`src/rtl/adder_tree_mult_pipe.sv`:
```
// Pipelined shift-and-add multiplier: W partial products reduced by a registered binary adder tree.
// Define MULT_SIGNED_EN to add the in_signed port for per-transaction two's-complement operation.
module adder_tree_mult_pipe #(
  parameter int unsigned W = 8
) (
  input  logic             clk,
  input  logic             rst_n,
  input  logic             in_valid,
  output logic             in_ready,
  input  logic [W-1:0]     in_a,
  input  logic [W-1:0]     in_b,
`ifdef MULT_SIGNED_EN
  input  logic             in_signed,
`endif
  output logic             out_valid,
  input  logic             out_ready,
  output logic [2*W-1:0]   out_p,
  output logic             busy
);

  localparam int unsigned LOG2W = $clog2(W);
  localparam int unsigned LAT   = LOG2W + 2;
  localparam int unsigned PW    = 2 * W;

  // Heap-ordered tree: node[1] is the root, node[W..2W-1] hold the stage-1 partial products.
  logic [PW-1:0]  node [1:2*W-1];
  logic [PW-1:0]  pp   [0:W-1];
  logic [PW-1:0]  ext;
  logic [LAT-2:0] vld;
  logic           sgn;
  logic           advance;

`ifdef MULT_SIGNED_EN
  assign sgn = in_signed;
`else
  assign sgn = 1'b0;
`endif

  assign advance  = !out_valid || out_ready;
  assign in_ready = advance;
  assign busy     = (|vld) || out_valid;

  // Partial products; in signed mode the MSB row carries negative weight.
  always_comb begin
    ext = {{W{sgn & in_a[W-1]}}, in_a};
    for (int i = 0; i < int'(W); i++) begin
      pp[i] = '0;
      if (in_b[i]) begin
        if (sgn && (i == int'(W) - 1)) pp[i] = PW'(-(ext << i));
        else                           pp[i] = PW'(ext << i);
      end
    end
  end

  // Whole pipeline moves together on advance and freezes otherwise.
  always_ff @(posedge clk or negedge rst_n) begin
    if (!rst_n) begin
      vld       <= '0;
      out_valid <= 1'b0;
      out_p     <= '0;
      for (int k = 1; k < 2 * int'(W); k++) node[k] <= '0;
    end else if (advance) begin
      vld <= {vld[LAT-3:0], in_valid};
      for (int i = 0; i < int'(W); i++) node[int'(W) + i] <= pp[i];
      for (int k = 1; k < int'(W); k++) node[k] <= node[2*k] + node[2*k+1];
      out_valid <= vld[LAT-2];
      out_p     <= node[1];
    end
  end

endmodule

```
`config.mk`:
```
export PLATFORM = sky130hd
export DESIGN_NAME = adder_tree_mult_pipe
export DESIGN_NICKNAME = d
export VERILOG_FILES = /design/src/rtl/adder_tree_mult_pipe.sv
export SDC_FILE = /design/constraint.sdc
export NUM_CORES = 1
export LEC_CHECK = 0
export ABC_AREA = 1
export CORE_MARGIN = 4
export CORE_UTILIZATION = 45
export CTS_CLUSTER_SIZE = 24
export DETAILED_ROUTE_END_ITERATION = 12
export PLACE_DENSITY_LB_ADDON = 0.3
export SLEW_MARGIN = 15
export SYNTH_ARGS = -nofsm -noshare
export SYNTH_HDL_FRONTEND = slang
export SYNTH_SLANG_ARGS = --single-unit
```
`constraint.sdc`:
```
create_clock -name clk -period 4.75 [get_ports clk]
set_input_delay 0.95 -clock clk [delete_from_list [all_inputs] [get_ports clk]]
set_output_delay 0.95 -clock clk [all_outputs]
set_load 0.01 [all_outputs]
```
==> results of run 1 <==
power groups by stage:
stage               registers [W]  logic, W  clock network [W]
finish                    0.00226   0.00260            0.00147
global route              0.00233   0.00303            0.00156
CTS                       0.00226   0.00263            0.00150
detailed placement        0.00228   0.00260                  0
global placement          0.00227   0.00255                  0
floorplan                 0.00222   0.00198                  0
stage by stage:
step	hold slack [ns]	util (%)
4_1_cts	0.469	51.9
5_1_grt	0.497	51.9
3_3_place_gp	0.454	48.7
6_report	0.466	51.9
3_5_place_dp	0.452	48.7
2_1_floorplan	0.442	-
kinds of logic after synthesis:
logic type      after synthesis  share of synthesized area [%]
flops                       166                           46.3
simple gates                597                           26.9
fa+ha+maj                    60                           8.95
compound gates              169                           10.2
buf+inv                     142                           6.52
xor+xnor                     12                           1.17
placed cells by master (no fill, tap or decap), drive strengths merged, types with 18 or more instances in the layout:
cell type and instances:
nand4 18, a21oi 27, ha 53, o21ai 111, clkdlybuf4s50 37, nor2 42
clkbuf 22, nand2 457, dfrtp 166, nand3 69, inv 91
worst register-to-register path: stages (launching register included):
cell and delay (ns):
dfrtp_1 0.39, inv_2 0.08, nor2_4 0.05, clkinv_2 0.04, buf_4 0.56, buf_4 0.52, nand2_1 0.13, nand2_1 0.07
o21ai_0 0.07
flip-flops by register name, indices dropped and copies added (netlist names):
| register | cells |
|---|---|
| out_valid | 1 |
| node | 145 |
| out_p | 16 |
| vld | 4 |
cell type report:
cell class / count / area (um2)
clock buffers: 22 / 494
clock inverters: 10 / 141
fillers: 1921 / 9390
inverters: 90 / 339
multi-input cells: 838 / 4240
flip-flops and latches: 166 / 4150
well taps: 265 / 332
repair buffers: 42 / 437
metal layers:
layer  track usage, %  up-vias  wire length (um)
met5                0        -                 0
met4             4.62        0               205
met3             3.65       17               721
met2             27.2      120              8460
met1             25.5     3292              9330
li1                 -     3714                 -
final timing paths:
path                             endpoint  cells past startpoint       from  slack, ns
worst max-delay path             in_ready                      4  out_ready       1.70
worst min-delay path             out_p[9]                      2  node[233]       0.47
worst max register to register  node[142]                      8  out_valid       2.73
worst min register to register   out_p[9]                      2  node[233]       0.47
max in group asynchronous        node[28]                      2      rst_n       3.32
min in group asynchronous       out_p[11]                      1      rst_n       0.49
==> results.toml, run 1 <==
[floorplanning]
placementRows = 51
die_h_um = 149
die_w_um = 149
dieArea_um2 = 22300
initial_core_util_pct = 46.0
coreArea_um2 = 19500
io_pins = 39

[critical_path]
crit_type = "in2out"
start_kind = "input pin"
critPathSlowestCell = "clkdlybuf4s50_1"
end_kind = "output port"
slowest_delay_ns = 0.47
crit_family = "buffers and inverters"
cp_max_fo = 2
crit_buf_inv = 3
path_cells = "clkdlybuf4s50_1 -> nor2_4 -> clkinv_2 -> clkdlybuf4s50_1"
crit_required_ns = 3.80
cp_data_arrival_time_ns = 2.10
cp_common_cell = "clkdlybuf4s50_1"

[routing]
drt_wl_total_um = 18700
firstDrtPassIters = 5
ant_nets = 0
routedWlPerCell_um = 13.1
drc = 0
drtIter0Drc = 383
vias_per_cell = 4.98
vias = 7143

[logic_synthesis]
synth-seq-cells = 166
yosysUniqueCellTypes = 33
synth_edf_count = 0
synth_common_cells = "457 x nand2_1, 166 x dfrtp_1, 107 x o21ai_0"
synthArstFlopShare_pct = 100
synth_area_leaders = "dfrtp_1 46%, nand2_1 19%, ha_1 7.4%"
ys.flop_type = "dfrtp_1"
yosysTopAreaCell = "dfrtp_1"
yosys_warnings = 0
syn_area_um2 = 8980
ys_seq_area_share_pct = 46.3
syn-num-nets = 1226
yosysMostFrequentCell = "nand2_1"
syn_inst = 1146
yosysTopAreaCellShare_pct = 46.3
syn_avg_cell_area_um2 = 7.84

[sta]
drv_slew = 0
slew_headroom_pct = 42.0
clock.fmax_mhz = 328
layout_min_cycle_time_ns = 3.05
rsz0062_at_grt = "no"
setup_viol = 0
post-route-period-util_pct = 64.2
setup_tns_ns = 0
fin_ws_ns = 1.70
tightest_slew_ns = 0.870
fin_skew_ns = 0.00942
final_hold_viol_count = 0

[global_route]
antenna_found_initial = 0
grt_pass1_vias = 6641
grt_max_degree = 221
grt_pass1_wl_um = 32100
grt_overflow_total = 0
grt_use_total_pct = 17.7

[pwr]
p_int_w = 0.00386
switchingPower_w = 0.00247
clkPwrFrac_pct = 23.2
power_density_nw_per_um2 = 624
p_seq_share_pct = 35.7
power_w = 0.00633
p_leak_nw = 5.20
combPwrFrac_pct = 41.1
ir_drop_uv = 298
p_sw_share_pct = 39.1

[clocking]
cts_tree = "done"
ctsResizeCount = 0
clock_latency_ns = 0.43
cts_root_buf = "clkbuf_16"
cts_hold_buf = 0
cts.sinks = 166
cts_buffer_depth = 2
path_clk_slew_ns = 0.06
cts_setup_buffers = 0
h-tree-depth = 4
cts_buffers = 17

[placement]
portBuffers = 38
gp_congestion = 0.870
pre_cts_ws_ns = 1.69
post-place-cells = 1401
dp_hpwl_um = 12500
placed_cell_area_um2 = 9500

[layout]
num-nets-final = 1235
layout-drive-gt1-share_pct = 3.94
final-instance-count-excl-fill = 1433
design_area_um2 = 10100
area_growth_pct = 12.9
antenna_cells = 0

[job]
drv_cap = 0

[status]
status = "complete, no violations"

[min_path]
hold_path_class = "reg2reg"
Power figures use the tool's default switching activity.
==> inputs of run 2 (changes only) <==
==> constraint.sdc (replaced) <==
create_clock -name clk -period 2.5 [get_ports clk]
set_input_delay 0.5 -clock clk [delete_from_list [all_inputs] [get_ports clk]]
set_output_delay 0.5 -clock clk [all_outputs]
set_load 0.01 [all_outputs]
==> run 2 against run 1 <==
First-iteration DRC count is 11% higher. Critical path depth stayed put. Total power is 87% higher. Sequential power is 90% higher. Worst setup slack worse by 1.4 ns. Die area stayed put. Via count is 0.41% lower. Largest cell class unchanged. Largest power group unchanged.
==> results.toml, run 2 (synthesis results as in run 1) <==
[routing]
drc = 0
drt_wl_total_um = 18400
ant_nets = 0
vias_per_cell = 4.95
vias = 7114
firstDrtPassIters = 5
drtIter0Drc = 425
routedWlPerCell_um = 12.8

[placement]
dp_hpwl_um = 13000
gp_congestion = 0.842
portBuffers = 38
pre_cts_ws_ns = 0.268

[layout]
final_cell_mix = "457 x nand2_1, 166 x dfrtp_1, 107 x o21ai_0"
layout_commonest_cell = "nand2_1"
layout-drive-gt1-share_pct = 3.84
antenna_cells = 0
num-nets-final = 1240
area_growth_pct = 13.3
largest_reg_flops = 145
regMostFlops = "node"
utilization_pct = 52.1
reg.largest.list = "node (145), out_p (16), vld (4)"

[critical_path]
start_kind = "input pin"
r2r-start = "node[67]"
crit_required_ns = 2.00
cp_max_fo = 2
r2r_slack_ns = 0.63
reg2reg_to = "node[169]"
end_kind = "output port"
ff2ff_path_depth = 9
crit_type = "in2out"
cp_data_arrival_time_ns = 1.69

[min_path]
hold_path_class = "in2async"

[floorplanning]
io_pins = 39
initial_core_util_pct = 46.0
dieArea_um2 = 22300
placementRows = 51
die_h_um = 149
die_w_um = 149
coreArea_um2 = 19500

[sta]
setup_tns_ns = 0
fin_skew_ns = 0.00658
hold_ws_ns = 0.0137
slew_headroom_pct = 61.2
drv_slew = 0
final_hold_viol_count = 0
layout_min_cycle_time_ns = 2.19
fin_ws_ns = 0.307
rsz0062_at_grt = "no"
clock.fmax_mhz = 456
tightest_slew_ns = 0.583
post-route-period-util_pct = 87.7
setup_viol = 0

[clocking]
cts.sinks = 166
cts_setup_buffers = 0
cts_buffers = 17
h-tree-depth = 4
cts_buffer_depth = 2
ctsResizeCount = 0
path_clk_slew_ns = 0.06
cts_root_buf = "clkbuf_16"
cts_tree = "done"
clock_latency_ns = 0.43
cts_hold_buf = 0

[pwr]
p_int_w = 0.00716
p_sw_share_pct = 39.4
combPwrFrac_pct = 42.1
switchingPower_w = 0.00465
p_seq_share_pct = 36.3
power_density_nw_per_um2 = 1160
p_leak_nw = 5.21
ir_drop_uv = 570
clkPwrFrac_pct = 21.5

[global_route]
grt_use_total_pct = 17.5
antenna_found_initial = 0
grt_overflow_total = 0
grt_pass1_wl_um = 31900
grt_max_degree = 146
grt_pass1_vias = 6502

[status]
status = "complete, no violations"

[job]
drv_cap = 0
-- run 2: cell types whose count changed in the layout (fill, tap and decap cells not counted), sizes merged --
cell and delta:
clkinvlp +1, buf +5, inv -1, clkbuf +2, bufinv -1, clkinv -2
-- run 2: critical path, cell delays in order --
cell and delay, ns:
clkdlybuf4s50_1 0.45, nor2_4 0.16, clkinv_2 0.10, clkdlybuf4s50_1 0.49
-- run 2: layer usage --
layer / GRT usage, % / vias up / wire length, um
li1: - / 3728 / -
met1: 26.2 / 3280 / 9530
met2: 26.1 / 88 / 8120
met3: 2.86 / 18 / 508
met4: 5.49 / 0 / 260
met5: 0 / - / 0
-- run 2: layout make-up --
class / count / area, um2
Clock buffer: 24 / 472
Clock inverter: 7 / 96.3
Fill cell: 1920 / 9360
Inverter: 90 / 339
Multi-Input combinational cell: 838 / 4240
Sequential cell: 166 / 4150
Tap cell: 265 / 332
Timing Repair Buffer: 47 / 537
-- run 2: worst max path at each step --
stage | startpoint | end | slack (ns)
4_1_cts | out_ready | in_ready | 0.29
3_3_place_gp | out_ready | in_ready | 0.29
3_5_place_dp | out_ready | node[83] | 0.27
2_1_floorplan | node[37] | node[155] | 0.86
5_1_grt | out_ready | in_ready | 0.27
6_report | out_ready | in_ready | 0.31
-- run 2: through the flow --
stage	instances	cell area, um2	power [W]
5_1_grt	1437	10200	0.0130
3_3_place_gp	1406	9600	0.00921
6_report	1437	10200	0.0118
3_5_place_dp	1406	9600	0.00933
4_1_cts	1437	10200	0.0119
2_1_floorplan	1146	8980	0.00797
-- run 2: power groups by stage --
stage / Clock [W] / Combinational (W) / Sequential, W
6_report: 0.00255 / 0.00498 / 0.00429
5_1_grt: 0.00272 / 0.00583 / 0.00442
4_1_cts: 0.00260 / 0.00503 / 0.00430
3_5_place_dp: 0 / 0.00499 / 0.00433
3_3_place_gp: 0 / 0.00490 / 0.00431
2_1_floorplan: 0 / 0.00375 / 0.00422
